**src/rtl/mc_controller.sv**
```systemverilog
// Multicycle MIPS control unit: Moore sequencing FSM, op/funct to ALU code, branch PC enable.
// Optional bne support when MC_CONTROLLER_BNE_EN is defined; MEM_WAIT stretches FETCH/MEMRD/MEMWR.
module mc_controller #(
   parameter int unsigned MEM_WAIT = 0
) (
   input  logic       clk,
   input  logic       reset,
   input  logic [5:0] op,
   input  logic [5:0] funct,
   input  logic       zero,
   output logic [2:0] alucontrol,
   output logic       alusrca,
   output logic [1:0] alusrcb,
   output logic [1:0] pcsrc,
   output logic       pcen,
   output logic       iord,
   output logic       memwrite,
   output logic       irwrite,
   output logic       regwrite,
   output logic       regdst,
   output logic       memtoreg
);

   localparam logic [5:0] OP_LW   = 6'b100011;
   localparam logic [5:0] OP_SW   = 6'b101011;
   localparam logic [5:0] OP_R    = 6'b000000;
   localparam logic [5:0] OP_BEQ  = 6'b000100;
   localparam logic [5:0] OP_ADDI = 6'b001000;
   localparam logic [5:0] OP_J    = 6'b000010;
   localparam logic [5:0] OP_BNE  = 6'b000101;

   typedef enum logic [3:0] {
      FETCH, DECODE, MEMADR, MEMRD, MEMWB, MEMWR, RTYPEEX, RTYPEWB,
      BEQEX, ADDIEX, ADDIWB, JEX, BNEEX
   } state_t;

   state_t     state, state_nxt;
   logic [3:0] cnt;
   logic       last;
   logic       is_sw;
   logic       pcwrite, branch;
   logic [2:0] fdec;
   logic       fok;
`ifdef MC_CONTROLLER_BNE_EN
   logic       branchne;
`endif

   assign last = (cnt == 4'(MEM_WAIT));

   // op is only valid in DECODE, so the lw/sw choice is kept for MEMADR
   always_ff @(posedge clk or posedge reset) begin
      if (reset) begin
         state <= FETCH;
         cnt   <= 4'd0;
         is_sw <= 1'b0;
      end else begin
         state <= state_nxt;
         cnt   <= (state_nxt != state) ? 4'd0 : cnt + 4'd1;
         if (state == DECODE)
            is_sw <= (op == OP_SW);
      end
   end

   always_comb begin
      state_nxt = state;
      case (state)
         FETCH:   if (last) state_nxt = DECODE;
         DECODE: begin
            case (op)
               OP_LW, OP_SW: state_nxt = MEMADR;
               OP_R:         state_nxt = RTYPEEX;
               OP_BEQ:       state_nxt = BEQEX;
               OP_ADDI:      state_nxt = ADDIEX;
               OP_J:         state_nxt = JEX;
`ifdef MC_CONTROLLER_BNE_EN
               OP_BNE:       state_nxt = BNEEX;
`endif
               default:      state_nxt = FETCH;
            endcase
         end
         MEMADR:  state_nxt = is_sw ? MEMWR : MEMRD;
         MEMRD:   if (last) state_nxt = MEMWB;
         MEMWR:   if (last) state_nxt = FETCH;
         RTYPEEX: state_nxt = RTYPEWB;
         ADDIEX:  state_nxt = ADDIWB;
         default: state_nxt = FETCH;
      endcase
   end

   always_comb begin
      fdec = 3'b010;
      fok  = 1'b1;
      case (funct)
         6'b100000: fdec = 3'b010;
         6'b100010: fdec = 3'b110;
         6'b100100: fdec = 3'b000;
         6'b100101: fdec = 3'b001;
         6'b101010: fdec = 3'b111;
         default:   fok  = 1'b0;
      endcase
   end

   // strobes fire only on the last cycle of a wait-stretched state
   always_comb begin
      alucontrol = 3'b010;
      alusrca    = 1'b0;
      alusrcb    = 2'b00;
      pcsrc      = 2'b00;
      iord       = 1'b0;
      memwrite   = 1'b0;
      irwrite    = 1'b0;
      regwrite   = 1'b0;
      regdst     = 1'b0;
      memtoreg   = 1'b0;
      pcwrite    = 1'b0;
      branch     = 1'b0;
`ifdef MC_CONTROLLER_BNE_EN
      branchne   = 1'b0;
`endif
      case (state)
         FETCH: begin
            alusrcb = 2'b01;
            irwrite = last;
            pcwrite = last;
         end
         DECODE:  alusrcb = 2'b11;
         MEMADR: begin
            alusrca = 1'b1;
            alusrcb = 2'b10;
         end
         MEMRD:   iord = 1'b1;
         MEMWB: begin
            memtoreg = 1'b1;
            regwrite = 1'b1;
         end
         MEMWR: begin
            iord     = 1'b1;
            memwrite = last;
         end
         RTYPEEX: begin
            alusrca    = 1'b1;
            alucontrol = fdec;
         end
         RTYPEWB: begin
            regdst   = 1'b1;
            regwrite = fok;
         end
         BEQEX: begin
            alusrca    = 1'b1;
            alucontrol = 3'b110;
            pcsrc      = 2'b01;
            branch     = 1'b1;
         end
`ifdef MC_CONTROLLER_BNE_EN
         BNEEX: begin
            alusrca    = 1'b1;
            alucontrol = 3'b110;
            pcsrc      = 2'b01;
            branchne   = 1'b1;
         end
`endif
         ADDIEX: begin
            alusrca = 1'b1;
            alusrcb = 2'b10;
         end
         ADDIWB:  regwrite = 1'b1;
         JEX: begin
            pcsrc   = 2'b10;
            pcwrite = 1'b1;
         end
         default: ;
      endcase
   end

`ifdef MC_CONTROLLER_BNE_EN
   assign pcen = pcwrite | (branch & zero) | (branchne & ~zero);
`else
   assign pcen = pcwrite | (branch & zero);
`endif

endmodule

```
**config.mk**
```make
export PLATFORM = sky130hd
export DESIGN_NAME = mc_controller
export DESIGN_NICKNAME = d
export VERILOG_FILES = /design/src/rtl/mc_controller.sv
export SDC_FILE = /design/constraint.sdc
export NUM_CORES = 1
export LEC_CHECK = 0
export ABC_AREA = 0
export BUFFER_PORTS_ARGS = -buffer_cell sky130_fd_sc_hd__buf_4
export CELL_PAD_IN_SITES_DETAIL_PLACEMENT = 1
export CELL_PAD_IN_SITES_GLOBAL_PLACEMENT = 2
export CORE_UTILIZATION = 24
export DETAILED_ROUTE_END_ITERATION = 6
export HOLD_SLACK_MARGIN = 0.03
export PLACE_DENSITY_LB_ADDON = 0.3
export SYNTH_ARGS = -nofsm -noshare
export SYNTH_HDL_FRONTEND = slang
export SYNTH_SLANG_ARGS = --single-unit
```
**constraint.sdc**
```tcl
create_clock -name clk -period 1.9 [get_ports clk]
set_input_delay 0.19 -clock clk [delete_from_list [all_inputs] [get_ports clk]]
set_output_delay 0.19 -clock clk [all_outputs]
set_load 0.005 [all_outputs]
```
==> results.txt <==
- Unrepaired setup endpoints after global routing: true
- Largest family of logic cells by synthesized area: simple AND/OR/NAND/NOR gates
- The multi-input combinational cells in the finished layout cover a total of 611 um2.
* Number of filler cells placed in the layout: 411
* H-tree levels: 1
- Placer congestion estimate: 0.741
- Pin placement for this block handled 30 I/O pins.
- The most used flip-flop cell after synthesis is dfrtp_1.
- The die covers 0.00370 mm2.
- Pin count of the biggest net entering global routing: 13
* Compound-cell area share of the yosys netlist: 19.2%
- Core Footprint: 0.00315 mm2
- At the pin with the least slew margin, the transition time is 541 ps.
* Area added between synthesis and finish: 61.5%
* Register bit total from synthesis: 9
- The library cells used most frequently in the layout, excluding fill and tap cells, are buf_4 (49), nor2_1 (8), nor3_1 (7), dfrtp_1 (7).
* Antenna diode count: 0
- The analysis attributes to cell leakage a power of 0.590 nW.
- Wire length per cell: 14.5 um
- Async set-or-reset flop fraction in the synthesized netlist: 100%
* Sequential share of the synthesized area: 27.1%
* Post-Syn Area per Cell: 7.83 um2
- Multiplexer share of the synthesized area: 3.92%
* Vias per cell: 5.04
* Commonest non-fill, non-tap cell in the layout: buf_4
- Min setup slack post-route: 5.62 ps
- Total GRT Usage: 16.2%
* Most used routing layer: met2
- Mapped Cells: 106
* Worst-path clk slew: 60 ps
- Leading area contributor after synthesis: dfrtp_1
* Worst setup path class: reg2out
* Maximum number of buffers from clock root to sink: 2
* Max-Cap Viols: 0
* Setup violation total in the final timing report: 0
* Area fraction in and, or, nand and nor cells after synthesis: 35.1%
* Vias in the first global route: 984
- Wire length of the first global-routing pass: 4460 um
- Highest fanout seen on the critical path: 5
- During placement, the flow inserted port buffers numbering 29.
- The run finished with clean final reports.
- Initial core utilization: 26.3%
- Yosys printed 0 warnings.
- Once detailed placement completed, the half-perimeter wirelength came to 2200 um.
* Final net count: 174
* Share of Yosys cell area claimed by the top area cell type: 27.1%
* Sequential standard cell area: 228 um2
- The synthesized netlist occupies a cell area of 830 um2.
* Overflow left after global routing: 0
- The tree built by TritonCTS fans out to 9 sinks.
- Yosys mapped a number of flops with a built-in enable equal to 0.
- Ratio of cells with drive above 1 in the final layout: 44.9%
- DRT iter0 DRCs: 17
- At the placement stage, the worst setup path has a slack of 0.921 ps.
* Total wire length after detailed routing: 2910 um
- Clock skew on the completed layout was measured at 4.98 ps.
- Met3 track demand over resource: 1.49%
* Initial antenna violation count: 0
* Worst slew margin relative to its limit: 63.6%
* Pwr per Cell Area: 1080 mW/mm2
- Worst EP required: 1710 ps
- CTS tree: done
- The path class of the tightest hold or removal check is in2reg.
* Global-route track usage on met1: 19.6%
- Post-detailed-route count of antenna-violating nets: 0
- Library cell used as clock root buffer: clkbuf_4
- The die is 60.8 um tall.
* Data arrival at the endpoint of the critical path: 1700 ps
* Total iterations of the first detailed-routing run: 3
- The hold violation total from the final report came to 0.
* Adder-cell share of the synthesized area: 3.02%
- After synthesis, the cell types taking the most area are dfrtp_1 (27%), nor3_1 (4.2%), nor2_1 (4.1%).
* Endpoint kind of the worst setup timing path: output port
* Latest clock arrival within the worst-skew pair: 260 ps
* Type of element launching the critical path: flop
- After Yosys synthesis, XOR and XNOR cells account for 5.28% of the synthesized area.
- The die is 60.8 um wide.
- Total nets after synthesis: 123
* Hold Worst Slack: 235 ps
* CTS Buf Count: 3
- Number of pins exceeding their max-slew limit in the final report: 0
* Final period util: 99.7%
- In this run the core area contains 20 standard-cell rows.
- Number of distinct library cells after synthesis: 36
- For this run, design rule violations remaining after detail routing come to 0.
- Fmax achieved: 528 MHz
- The smallest clock period supported by the final layout is computed as 1890 ps.
- For met2 alone, demand over resource in global routing was 30.0%.
- The final route contains 1007 vias.
* Max VDD drop: 0.318 mV
==> registers in the layout, summed over array words and instances, names as in the netlist <==
register and flops:
is_sw 1, cnt 4, state 4
==> metrics by stage <==
| step | cell area, um2 | TNS, ps | instances | utilization [%] | power [mW] |
|---|---|---|---|---|---|
| floorplan | 830 | 0 | 106 | - | 0.731 |
| global placement | 1170 | 0 | 186 | 37.2 | 1.09 |
| finish | 1340 | 0 | 200 | 42.5 | 1.45 |
| CTS | 1270 | 0 | 193 | 40.2 | 1.36 |
| detailed placement | 1170 | 0 | 186 | 37.2 | 1.11 |
| global route | 1340 | -177 | 200 | 42.5 | 1.57 |
==> report_power, final <==
group	internal (mW)	switching [mW]
Clock	0.0810	0.0694
Combinational	0.527	0.474
Sequential	0.234	0.0631
Total	0.842	0.606
==> path summary, 6_finish.rpt <==
check                                    from                 end  slack, ps  depth (start not counted)
max                          cnt[1]$_DFF_PP0_            memwrite          6                          6
min                                     op[3]   is_sw$_DFFE_PP0P_        230                          3
max reg2reg                  cnt[1]$_DFF_PP0_    cnt[1]$_DFF_PP0_         50                          6
min reg2reg                state[1]$_DFF_PP0_  state[3]$_DFF_PP0_        660                          2
max in group asynchronous               reset  state[3]$_DFF_PP0_       1140                          3
min in group asynchronous               reset    cnt[2]$_DFF_PP0_        460                          3
==> critical path: stages (launching register included) <==
cell	delay, ps
dfrtp_1	400
inv_2	80
ha_4	140
or3b_4	390
buf_6	150
nor3_1	150
buf_4	140
==> cell usage after synthesis, drive strengths merged (4+ instances only) <==
cell,n
nand2b,5
o21ai,6
nor3b,4
inv,7
nor2,9
dfrtp,9
nand2,6
nor4,4
nor3,7
buf,4
nand3,6
==> kinds of logic (layout without fill, tap and decap cells) <==
group / after synthesis / in the layout
flip-flops: 9 / 9
multiplexers: 3 / 3
AND/OR/NAND/NOR: 51 / 51
buffers and inverters: 13 / 63
adder cells (fa/ha/maj): 2 / 2
XOR/XNOR: 5 / 5
AO/OA/AOI/OAI: 23 / 23
==> final cells by class <==
cell class,instances,area share (%)
flip-flops and latches,9,17.0
well taps,44,4.11
clock buffers,4,1.96
repair buffers,52,29.4
inverters,7,1.96
multi-input cells,84,45.6
==> timing repair <==
action / in CTS / in global routing
gates resized for setup: 12 / 4
pin swaps: 2 / 3
cloned: 0 / 0
hold buffers: 1 / 0
endpoints found under the hold margin: 9 / 0
endpoints found under the setup margin: 9 / 7
setup buffers: 2 / 7
==> per-layer routing <==
metal  vias to the layer above  part of all wire (%)
met2                        21                    53
met5                         -                     0
met1                       487                    43
met3                         4                   2.8
met4                         0                  0.93
li1                        495                     -
Note: power is estimated with default switching activity, not from simulation.
